File: src/rtl/spi_slave_rx.sv
// rtl/spi_slave_rx.sv - SPI responder: oversampled MSB-first receive with valid/ready output and miso reply
module spi_slave_rx #(
   parameter int DATA_W      = 8,
   parameter int SYNC_STAGES = 2
) (
   input  logic              clk,
   input  logic              rst,
   input  logic              sclk,
   input  logic              cs,
   input  logic              mosi,
   output logic              miso,
   input  logic [DATA_W-1:0] tx_data,
   output logic [DATA_W-1:0] rx_data,
   output logic              rx_valid,
   input  logic              rx_ready,
   output logic              overrun,
   output logic              frame_err
);

   localparam int CW = $clog2(DATA_W + 1);
   localparam logic [CW-1:0] FULL = CW'(DATA_W);

   typedef enum logic [1:0] {IDLE, SHIFT, HOLD} state_t;

   state_t                 state;
   logic [CW-1:0]          bit_cnt;
   logic [DATA_W-1:0]      rx_shift;
   logic [DATA_W-1:0]      tx_shift;
   logic [SYNC_STAGES-1:0] sclk_sync, cs_sync, mosi_sync;
   logic                   sclk_d, cs_d;
   logic                   sclk_s, cs_s, mosi_s;
   logic                   sclk_rise, sclk_fall, cs_rise, cs_fall;

   always_ff @(posedge clk or posedge rst) begin
      if (rst) begin
         sclk_sync <= '0;
         cs_sync   <= '1;
         mosi_sync <= '0;
         sclk_d    <= 1'b0;
         cs_d      <= 1'b1;
      end else begin
         sclk_sync <= {sclk_sync[SYNC_STAGES-2:0], sclk};
         cs_sync   <= {cs_sync[SYNC_STAGES-2:0], cs};
         mosi_sync <= {mosi_sync[SYNC_STAGES-2:0], mosi};
         sclk_d    <= sclk_sync[SYNC_STAGES-1];
         cs_d      <= cs_sync[SYNC_STAGES-1];
      end
   end

   assign sclk_s    = sclk_sync[SYNC_STAGES-1];
   assign cs_s      = cs_sync[SYNC_STAGES-1];
   assign mosi_s    = mosi_sync[SYNC_STAGES-1];
   assign sclk_rise = ~sclk_d & sclk_s;
   assign sclk_fall = sclk_d & ~sclk_s;
   assign cs_rise   = ~cs_d & cs_s;
   assign cs_fall   = cs_d & ~cs_s;

   assign miso = ~cs_s & tx_shift[DATA_W-1];

   always_ff @(posedge clk or posedge rst) begin
      if (rst) begin
         state     <= IDLE;
         bit_cnt   <= '0;
         rx_shift  <= '0;
         tx_shift  <= '0;
         rx_data   <= '0;
         rx_valid  <= 1'b0;
         overrun   <= 1'b0;
         frame_err <= 1'b0;
      end else begin
         overrun   <= 1'b0;
         frame_err <= 1'b0;
         if (rx_valid && rx_ready)
            rx_valid <= 1'b0;
         case (state)
            IDLE: begin
               if (cs_fall) begin
                  state    <= SHIFT;
                  bit_cnt  <= '0;
                  tx_shift <= tx_data;
               end
            end
            SHIFT: begin
               if (bit_cnt == FULL) begin
                  // word completed on the previous cycle; a same-cycle handshake frees the slot
                  state <= cs_rise ? IDLE : HOLD;
                  if (!rx_valid || rx_ready) begin
                     rx_data  <= rx_shift;
                     rx_valid <= 1'b1;
                  end else begin
                     overrun <= 1'b1;
                  end
               end else if (cs_rise) begin
                  state     <= IDLE;
                  frame_err <= (bit_cnt != '0);
                  bit_cnt   <= '0;
               end else begin
                  if (sclk_fall) begin
                     rx_shift <= {rx_shift[DATA_W-2:0], mosi_s};
                     bit_cnt  <= bit_cnt + 1'b1;
                  end
                  // first rise presents the preloaded MSB; later rises advance
                  if (sclk_rise && bit_cnt != '0)
                     tx_shift <= {tx_shift[DATA_W-2:0], 1'b0};
               end
            end
            HOLD: begin
               if (cs_rise)
                  state <= IDLE;
            end
            default: state <= IDLE;
         endcase
      end
   end

endmodule
File: config.mk
export PLATFORM = sky130hd
export DESIGN_NAME = spi_slave_rx
export DESIGN_NICKNAME = d
export VERILOG_FILES = /design/src/rtl/spi_slave_rx.sv
export SDC_FILE = /design/constraint.sdc
export NUM_CORES = 1
export LEC_CHECK = 0
export CAP_MARGIN = 40
export CORE_ASPECT_RATIO = 0.8
export CORE_UTILIZATION = 27
export DETAILED_ROUTE_END_ITERATION = 8
export DONT_BUFFER_PORTS = 1
export GPL_TIMING_DRIVEN = 0
export SYNTH_ARGS = -nofsm -noshare
export SYNTH_HDL_FRONTEND = slang
export SYNTH_SLANG_ARGS = --single-unit
export TNS_END_PERCENT = 20
File: constraint.sdc
create_clock -name clk -period 2.8 [get_ports clk]
set_input_delay 0.56 -clock clk [delete_from_list [all_inputs] [get_ports clk]]
set_output_delay 0.56 -clock clk [all_outputs]
set_load 0.005 [all_outputs]
==> results of run 1 <==
==> flip-flops by register name, summed over array words and instances (netlist names) <==
name       count
rx_data        8
rx_shift       8
tx_shift       8
bit_cnt        4
cs_sync        2
mosi_sync      2
sclk_sync      2
state          2
cs_d           1
frame_err      1
overrun        1
rx_valid       1
sclk_d         1
==> power groups by stage <==
| stage | logic [mW] | clock network [mW] | registers [mW] |
|---|---|---|---|
| after floorplan | 0.214 | 0 | 0.763 |
| after CTS | 0.254 | 0.424 | 0.774 |
| final | 0.248 | 0.406 | 0.772 |
| after global placement | 0.242 | 0 | 0.781 |
| after detailed placement | 0.254 | 0 | 0.785 |
| after global routing | 0.282 | 0.448 | 0.789 |
==> synth_stat cells, types with 2 or more instances <==
cell type	instances
buf_6	3
dfrtp_1	38
dfstp_2	3
ha_1	2
inv_1	5
mux2_2	23
nand2_1	21
nand2b_1	3
nand3_1	2
nor2_1	3
nor2b_1	2
nor2b_2	2
o2bb2ai_1	3
==> how the worst min path moves through the flow <==
stage | endpoint | cells past startpoint | slack, ns
2_1_floorplan | mosi_sync[1] | 0 | 0.33
3_3_place_gp | sclk_sync[1] | 0 | 0.34
3_5_place_dp | sclk_sync[1] | 0 | 0.34
4_1_cts | rx_shift[4] | 1 | 0.12
5_1_grt | rx_shift[4] | 1 | 0.13
6_report | mosi_sync[0] | 1 | 0.12
==> area by class of cell <==
type / instances / area, um^2
Timing Repair Buffer: 1 / 20.0
Clock buffer: 6 / 82.6
Multi-Input combinational cell: 80 / 654
Tap cell: 81 / 101
Fill cell: 612 / 4110
Sequential cell: 41 / 1030
Buffer: 4 / 37.5
Clock inverter: 2 / 13.8
Inverter: 5 / 18.8
==> routing by layer <==
metal	global-route usage	part of all wire	vias up
li1	-	-	454
met1	0.116	0.50	450
met2	0.138	0.43	18
met3	0.0383	0.048	7
met4	0.0469	0.020	0
met5	0	0	-
==> cells by family (layout without fill, tap and decap cells) <==
| group | count (synthesis) | after routing | synth area share |
|---|---|---|---|
| simple gates | 43 | 43 | 0.155 |
| fa+ha+maj | 2 | 2 | 0.0144 |
| mux | 24 | 24 | 0.155 |
| buf+inv | 9 | 18 | 0.0323 |
| xor+xnor | 2 | 2 | 0.0101 |
| compound gates | 9 | 9 | 0.0424 |
| flops | 41 | 41 | 0.592 |
==> through the flow <==
step | std cells | hold slack (ns) | total power, mW | cell area, um^2 | setup slack [ns]
after detailed placement | 212 | 0.337 | 1.04 | 1860 | 0.953
after global routing | 220 | 0.130 | 1.52 | 1960 | 0.849
after floorplan | 130 | 0.331 | 0.977 | 1740 | 1.09
final | 220 | 0.116 | 1.43 | 1960 | 0.961
after global placement | 211 | 0.336 | 1.02 | 1840 | 0.776
after CTS | 220 | 0.121 | 1.45 | 1960 | 0.945
==> critical path: stages, from the launching register on <==
cell and delay [ns]:
dfrtp_1 0.41, inv_1 0.06, ha_1 0.20, and2b_4 0.19
nand4b_4 0.18, a21oi_4 0.31, mux2_2 0.38
==> summary.txt, run 1 <==
Power
  – Clock Power Share: 0.284
  – VDD IR max: 0.000169 V
  – Pwr dens: 728 nW/um^2
  – Switching fraction of total power: 0.268
  – Combinational share of power: 0.174
  – P_leak: about 0.9 nW
  – Reg power frac: 0.542
  – Psw: ~0.38 mW
  – Pint: between 1 and 1.5 mW

Timing
  – Slew Limit Fails: 0
  – Setup TNS: 0 ns
  – Final Skew: a little under 0.007 ns
  – Final min period: approximately 1.8 ns
  – FMAX: 544 MHz
  – Worst relative slew slack: 0.723
  – RSZ-0062 raised after global routing: false
  – Final period util: 0.657
  – Slew of the pin with the lowest slew margin: 0.416 ns
  – Final count of hold timing violations: 0
  – Setup-failing EPs final: 0

Synth
  – Ys Warns: 0
  – Post-synth top area share: 0.546
  – Synth Instances: 130
  – Mean area per synthesized cell: 13.4 um^2
  – Top cells by area, synth: dfrtp_1, mux2_2, dfstp_2
  – Post-synth EDFFs: 0
  – Netlist cell types: 33
  – FF+latch count, synth: 41
  – Area leader, netlist: dfrtp_1
  – Seq/Total Area, Yosys: 0.592
  – Ys async rst share: 1.00
  – Synthesized net count: approximately 150
  – Post-synth top flop: dfrtp_1
  – Cell area after synthesis: approximately 1700 um^2

Job
  – Max-capacitance violation count: 0

Outcome
  – Outcome: finished, final reports clean

Global route
  – Total Routing Usage GR: 0.0923
  – Grt total ovfl: 0
  – Initial antenna violation count: 0
  – Vias in the first global route: 988
  – Largest net degree at the start of global routing: 27
  – First-pass GRT wire length: 4690 um

Finish
  – Layout cells sized above 1: 0.345
  – Post-layout util: 0.323
  – Fin nets: about 150
  – Most frequent cells in the layout: dfrtp_1, mux2_2, nand2_1, clkbuf_8, inv_1
  – ANT cells: 0
  – Most common cell after layout, fill and taps aside: dfrtp_1
  – Area grow syn2layout: 12.5%

Setup path
  – Startpoint types: register
  – Worst setup path class: reg2reg
  – Worst Path Max Fanout: 8
  – Worst r2r src: bit_cnt[0]
  – Crit path DAT: 2.02 ns
  – FF-to-FF path depth: 6
  – R2R setup slack: 0.96 ns
  – Critical Path RT: around 3 ns
  – Crit path from: bit_cnt[0]
  – Critical path endpoint category: register
  – R2r endpoint: tx_shift[5]
  – Setup crit end: tx_shift[5]

Floorplan
  – Die width: approximately 92 um
  – Core area: about 6000 um^2
  – Initial Util: 0.287
  – Height of the chip: 73.8 um
  – Rows: 25
  – Number of I/O pins: 26
  – Die area: ~6800 um^2

Place
  – Number of I/O port buffers: 0
  – Post-DP HPWL: 1930 um
  – GP Congestion: 0.696

Drt
  – WL per Instance: 12.3 um
  – Final wirelength: 2710 um
  – DRC: 0
  – Avg Vias per Cell: 4.22
  – Post-route ant nets: 0
  – DR pass1 iterations: 4
  – Initial DRC count: 36
  – Vias: 929

Clocking
  – Post-CTS Setup Bufs: 0
  – # clock sinks: 41
  – Clock slew at reported path FFs: 0.08 ns
  – Bufs on Longest Clock Path: 2
  – Htree depth: 2
  – Total CTS buffers: 5
  – CTS resizes: 0
  – Root Buffer: clkbuf_8
  – CTS tree: built
  – Hold-fix buffers, CTS: 0
  – Worst-skew pair later-pin latency: between 0.2 and 0.3 ns

Min path
  – Hold Crit Class: in2async
(Power assumes the default switching activity.)
==> inputs of run 2 (changes only) <==
==> constraint.sdc (replaced) <==
create_clock -name clk -period 1.7 [get_ports clk]
set_input_delay 0.34 -clock clk [delete_from_list [all_inputs] [get_ports clk]]
set_output_delay 0.34 -clock clk [all_outputs]
set_load 0.005 [all_outputs]
==> run 2 against run 1 <==
First-iteration DRC count rose by 11%; die area unchanged; utilization grew 1.8 points; critical path depth shrank 2; final cell count increased by 3.6%; sequential cell count unchanged; via count is 4.3% higher; register-to-register slack got worse by 0.94 ns; fmax is 9.4% higher; total power grew 73%; hold slack worse by 0.072 ns; combinational power increased by 120%.
==> summary.txt, run 2 (synthesis results as in run 1) <==
Timing
  – Final Skew: 0.00770 ns (+0.000790 ns)
  – Slew Limit Fails: 0 (unchanged)
  – Final period util: 0.989 (+0.332)
  – Final min period: 1.68 ns (-0.157 ns)
  – Final count of hold timing violations: 0 (unchanged)
  – RSZ-0062 raised after global routing: true
  – Worst relative slew slack: 0.714 (-0.00877)
  – Setup-failing EPs final: 0 (unchanged)
  – FMAX: 595 MHz (+9.4%)
  – Slew of the pin with the lowest slew margin: 0.427 ns (+0.0112 ns)

Setup path
  – Critical Path RT: 1.88 ns (-1.10 ns)
  – Delay-heaviest family, CP: flip-flops
  – Slowest cell on the critical path: dfstp_2
  – Crit-path cells: or3b_4 > a21oi_4 > buf_4 > mux2_2
  – Worst path max stage delay: 0.53 ns (+0.12 ns)
  – Worst setup path class: reg2reg
  – FF-to-FF path depth: 4 (-2)
  – Critical path endpoint category: register
  – R2R setup slack: 0.02 ns (-0.94 ns)
  – Worst r2r src: cs_d
  – Worst Path Max Fanout: 3 (-5)
  – Startpoint types: register
  – R2r endpoint: tx_shift[2]
  – CP Buf/Inv Count: 1 (unchanged)
  – Crit path DAT: 1.86 ns (-0.16 ns)

Clocking
  – Bufs on Longest Clock Path: 2 (unchanged)
  – Clock slew at reported path FFs: 0.08 ns (about the same)
  – # clock sinks: 41 (unchanged)
  – Worst-skew pair later-pin latency: 0.29 ns (about the same)
  – CTS tree: built
  – Htree depth: 2 (unchanged)
  – Root Buffer: clkbuf_8
  – Total CTS buffers: 5 (unchanged)

Finish
  – Fin nets: 163 (+5.8%)
  – Most common cell after layout, fill and taps aside: dfrtp_1
  – Layout cells sized above 1: 0.395 (+0.0492)
  – Post-route insts no fill: 228 (+3.6%)
  – Most frequent cells in the layout: dfrtp_1, nand2_1, mux2_2, buf_4
  – Area grow syn2layout: 18.9%
  – ANT cells: 0 (unchanged)
  – Largest registers: rx_data (8), rx_shift (8), tx_shift (8)

Drt
  – WL per Instance: 13.0 um (+5.1%)
  – Post-route ant nets: 0 (unchanged)
  – Vias: 969 (+4.3%)
  – Final wirelength: 2960 um (+8.9%)
  – DR pass1 iterations: 4 (unchanged)
  – Initial DRC count: 40 (+11%)
  – DRC: 0 (unchanged)
  – Avg Vias per Cell: 4.25 (+0.65%)

Floorplan
  – Rows: 25 (unchanged)
  – Die width: 91.8 um (unchanged)
  – Core area: 6070 um^2 (unchanged)
  – Height of the chip: 73.8 um (unchanged)
  – Number of I/O pins: 26 (unchanged)
  – Die area: 6770 um^2 (unchanged)
  – Initial Util: 0.287 (unchanged)

Global route
  – First-pass GRT wire length: 5080 um (+8.2%)
  – Largest net degree at the start of global routing: 25 (-7.4%)
  – Vias in the first global route: 1,026 (+3.8%)
  – Total Routing Usage GR: 0.101 (+0.00905)
  – Initial antenna violation count: 0 (unchanged)
  – Grt total ovfl: 0 (unchanged)

Power
  – Clock Power Share: 0.265 (-0.019)
  – Total Power: 2.46 mW (+73%)
  – Psw: 0.651 mW (+70%)
  – Combinational share of power: 0.218 (+0.044)
  – Switching fraction of total power: 0.265 (-0.00354)
  – Pint: 1.81 mW (+73%)
  – Reg power frac: 0.518 (-0.024)
  – Pwr dens: 1190 nW/um^2 (+63%)
  – P_leak: 0.983 nW (+6.9%)
  – VDD IR max: 0.000377 V (+120%)

Place
  – Number of I/O port buffers: 0 (unchanged)
  – Post-DP HPWL: 1950 um (+1.1%)
  – Placed cells: 212 (unchanged)
  – GP Congestion: 0.723 (+3.9%)

Min path
  – Hold Crit Class: in2reg
  – Hold depth: 0
  – Hold Crit Endpoint: cs_sync[0]
  – Hold_sp: cs

Job
  – Max-capacitance violation count: 0 (unchanged)

Outcome
  – Outcome: finished, final reports clean
[run 2: worst max path at each step]
stage	slack [ns]	cells after the start	start	end
final	0.02	4	cs_d	tx_shift[2]
after global routing	-0.03	7	bit_cnt[0]	tx_shift[2]
after CTS	0.003	7	bit_cnt[1]	tx_shift[1]
after detailed placement	-0.16	6	bit_cnt[0]	tx_shift[3]
after global placement	-0.13	1	rst	rx_data[5]
after floorplan	0.01	6	bit_cnt[0]	tx_shift[1]
[run 2: power by group through the flow]
stage / Sequential [mW] / Clock [mW] / Combinational (mW)
final: 1.27 / 0.651 / 0.535
after global routing: 1.30 / 0.715 / 0.596
after CTS: 1.27 / 0.686 / 0.480
after detailed placement: 1.30 / 0 / 0.416
after global placement: 1.29 / 0 / 0.400
after floorplan: 1.26 / 0 / 0.353
[run 2: metal layers]
layer,track usage,vias up,routed length (um),part of all wire
li1,-,471,-,-
met1,0.127,472,1420,0.48
met2,0.152,20,1310,0.44
met3,0.0373,6,164,0.055
met4,0.0573,0,67,0.023
met5,0,-,0,0
[run 2: final cells by class]
cell class	count	area (um^2)
repair buffers	10	103
well taps	81	101
clock inverters	1	7.51
plain buffers	4	37.5
fillers	608	4000
clock buffers	6	82.6
inverters	5	18.8
multi-input cells	80	687
flip-flops and latches	41	1030
[run 2: repair_timing]
action | 4_1_cts | 5_1_grt
setup endpoints to repair | 9 | 16
buffers inserted | 6 | 2
hold buffers | 1 | 0
gates cloned | 0 | 0
endpoints found under the hold margin | 16 | 0
pin swaps | 2 | 3
resized for setup | 3 | 8
[run 2: through the flow]
step                       util  hold slack, ns  area (um^2)  TNS (ns)  worst slack, ns
after CTS                 0.334          0.0291         2030         0          0.00275
after detailed placement  0.307           0.251         1860     -1.06           -0.158
after global placement    0.304           0.337         1840     -5.60           -0.128
final                     0.341          0.0438         2070         0           0.0183
after global routing      0.341          0.0238         2070    -0.107          -0.0273
after floorplan               -           0.331         1740         0           0.0150
==> inputs of run 3 (changes only) <==
--- a/config.mk
+++ b/config.mk
@@ -7,7 +7,7 @@
 export LEC_CHECK = 0
 export CAP_MARGIN = 40
 export CORE_ASPECT_RATIO = 0.8
-export CORE_UTILIZATION = 27
+export CORE_UTILIZATION = 40
 export DETAILED_ROUTE_END_ITERATION = 8
 export DONT_BUFFER_PORTS = 1
 export GPL_TIMING_DRIVEN = 0
==> run 3 against run 2 <==
Final cell count fell by 11%; non-clock buffer count fell by 2; die area fell by 32%; cell area fell by 2.3%; wire length fell by 8.6%; total power fell by 1.2%; count of clock-buffer cells in the layout rose by 1; via count fell by 0.10%; utilization rose by 14 points; critical endpoint is now tx_shift[4]; largest cell class unchanged.
==> summary.txt, run 3 (synthesis results as in run 1) <==
Floorplan
  – Initial Util: 0.417 (+0.130)
  – Rows: 21 (-16%)
  – Core area: 4180 um^2 (-31%)
  – Number of I/O pins: 26 (unchanged)
  – Die width: 75.8 um (-17%)
  – Die area: 4620 um^2 (-32%)
  – Height of the chip: 61 um (-17%)

Global route
  – Total Routing Usage GR: 0.135 (+0.0338)
  – GR Util met1: 0.177 (+0.0499)
  – First-pass GRT wire length: 4470 um (-12%)
  – Grt total ovfl: 0 (unchanged)
  – Top Usage Layer GRT: met2
  – Met2 GRT Util: 0.204 (+0.0515)
  – Largest net degree at the start of global routing: 41 (+64%)
  – Vias in the first global route: 986 (-3.9%)
  – Grt met3 use: 0.0449 (+0.00758)
  – Initial antenna violation count: 0 (unchanged)

Setup path
  – Startpoint types: register
  – Critical Path RT: 1.87 ns (about the same)
  – Critical path endpoint category: register
  – Worst setup path class: reg2reg
  – R2R setup slack: 0.02 ns (about the same)
  – Worst path max stage delay: 0.36 ns (-0.17 ns)
  – Slowest cell on the critical path: dfrtp_1
  – Crit-path cells: inv_1 > ha_2 > and2b_4 > nand4b_4 > a21oi_4 > buf_12 > mux2_4
  – Crit path DAT: 1.85 ns (about the same)
  – Worst Path Max Fanout: 8 (+5)

Timing
  – Setup-failing EPs final: 0 (unchanged)
  – RSZ-0062 raised after global routing: true
  – Final min period: 1.68 ns (-0.00255 ns)
  – FMAX: 596 MHz (+0.15%)
  – Final period util: 0.988 (-0.00150)
  – Slew Limit Fails: 0 (unchanged)
  – Setup TNS: 0 ns (unchanged)
  – Final Skew: 0.00238 ns (-0.00531 ns)
  – Final count of hold timing violations: 0 (unchanged)
  – Worst relative slew slack: 0.736 (+0.0222)
  – Slew of the pin with the lowest slew margin: 0.396 ns (-0.0313 ns)

Clocking
  – Root Buffer: clkbuf_8
  – Clock slew at reported path FFs: 0.07 ns (about the same)
  – Htree depth: 2 (unchanged)
  – Bufs on Longest Clock Path: 2 (unchanged)
  – Total CTS buffers: 5 (unchanged)
  – CTS tree: built
  – Worst-skew pair later-pin latency: 0.29 ns (about the same)
  – # clock sinks: 41 (unchanged)

Drt
  – Avg Vias per Cell: 4.79 (+13%)
  – DRC: 0 (unchanged)
  – Initial DRC count: 22 (-45%)
  – WL per Instance: 13.4 um (+3.2%)
  – Vias: 968 (-0.10%)
  – Post-route ant nets: 0 (unchanged)
  – DR pass1 iterations: 2 (-2)
  – Final wirelength: 2700 um (-8.6%)

Power
  – P_leak: 0.973 nW (-1.0%)
  – Pwr dens: 1200 nW/um^2 (+1.1%)
  – VDD IR max: 0.000427 V (+13%)
  – Total Power: 2.43 mW (-1.2%)

Finish
  – Most frequent cells in the layout: dfrtp_1, nand2_1, mux2_2, mux2_4, clkbuf_8
  – # fillers: 367 (-40%)
  – Layout cells sized above 1: 0.372 (-0.0221)
  – Fin nets: 161 (-1.2%)
  – Largest registers: rx_data (8), rx_shift (8), tx_shift (8)
  – Area grow syn2layout: 16.2%
  – ANT cells: 0 (unchanged)
  – Most common cell after layout, fill and taps aside: dfrtp_1

Outcome
  – Outcome: finished, final reports clean

Job
  – Max-capacitance violation count: 0 (unchanged)

Place
  – Number of I/O port buffers: 0 (unchanged)
  – GP Congestion: 0.728 (+0.68%)
  – Post-DP HPWL: 1740 um (-11%)

Min path
  – Hold Crit Class: in2reg
## run 3: cell types whose count changed in the layout (fill, tap and decap cells not counted)
cell        before  now
buf_4            7    5
buf_6            3    2
buf_8            0    1
clkbuf_1         1    2
clkinvlp_4       1    0
dfrtp_1         36   37
dfrtp_2          2    1
mux2_2          17   16
mux2_4           6    7
nor2b_2          1    2
nor2b_4          1    0
## run 3: stage by stage
stage / cells / hold WS, ns / worst slack (ns) / area (um^2) / util
4_1_cts: 199 / 0.0326 / -0.00519 / 1970 / 0.472
5_1_grt: 202 / 0.0257 / -0.0538 / 2020 / 0.484
3_3_place_gp: 187 / 0.336 / -0.0767 / 1810 / 0.434
2_1_floorplan: 130 / 0.331 / 0.0150 / 1740 / -
3_5_place_dp: 188 / 0.261 / -0.147 / 1830 / 0.438
6_report: 202 / 0.0432 / 0.0209 / 2020 / 0.484
## run 3: per-layer routing
metal | part of all wire | routed length (um)
met1 | 0.47 | 1280
met4 | 0.012 | 32
met5 | 0 | 0
met2 | 0.46 | 1250
met3 | 0.050 | 136
## run 3: path summary, 6_finish.rpt
path,from,to,cells after the start
worst max-delay path,bit_cnt[1],tx_shift[4],7
worst min-delay path,cs,cs_sync[0],0
worst max register to register,bit_cnt[1],tx_shift[4],7
worst min register to register,sclk_sync[0],sclk_sync[1],0
max in group asynchronous,rst,cs_d,3
min in group asynchronous,rst,cs_sync[0],2
## run 3: cell type report
class / instances / area, um^2 / area share
Clock buffer: 7 / 86.3 / 0.0427
Inverter: 5 / 18.8 / 0.00928
Timing Repair Buffer: 8 / 87.6 / 0.0433
Buffer: 4 / 41.3 / 0.0204
Multi-Input combinational cell: 80 / 686 / 0.339
Tap cell: 57 / 71.3 / 0.0353
Sequential cell: 41 / 1030 / 0.510
## run 3: what timing repair did
| action | 4_1_cts | 5_1_grt |
|---|---|---|
| endpoints found under the setup margin | 18 | 15 |
| setup buffers | 3 | 3 |
| endpoints found under the hold margin | 39 | 0 |
| hold buffers | 1 | 0 |
| pin swaps | 1 | 3 |
| resized for setup | 3 | 8 |
## run 3: power by group
part	leakage, nW	switching [mW]	internal (mW)	total [mW]
Combinational	0.403	0.209	0.318	0.527
Sequential	0.525	0.108	1.16	1.27
Clock	0.0443	0.309	0.322	0.631
## run 3: worst max-delay path, delay by kind of cell, from the launching register on
| family | cells | cell delay [ns] |
|---|---|---|
| adders and majority gates | 1 | 0.18 |
| and+or+nand+nor | 2 | 0.35 |
| DFF | 1 | 0.36 |
| buffers and inverters | 2 | 0.20 |
| AOI/OAI and AO/OA | 1 | 0.16 |
| muxes | 1 | 0.30 |
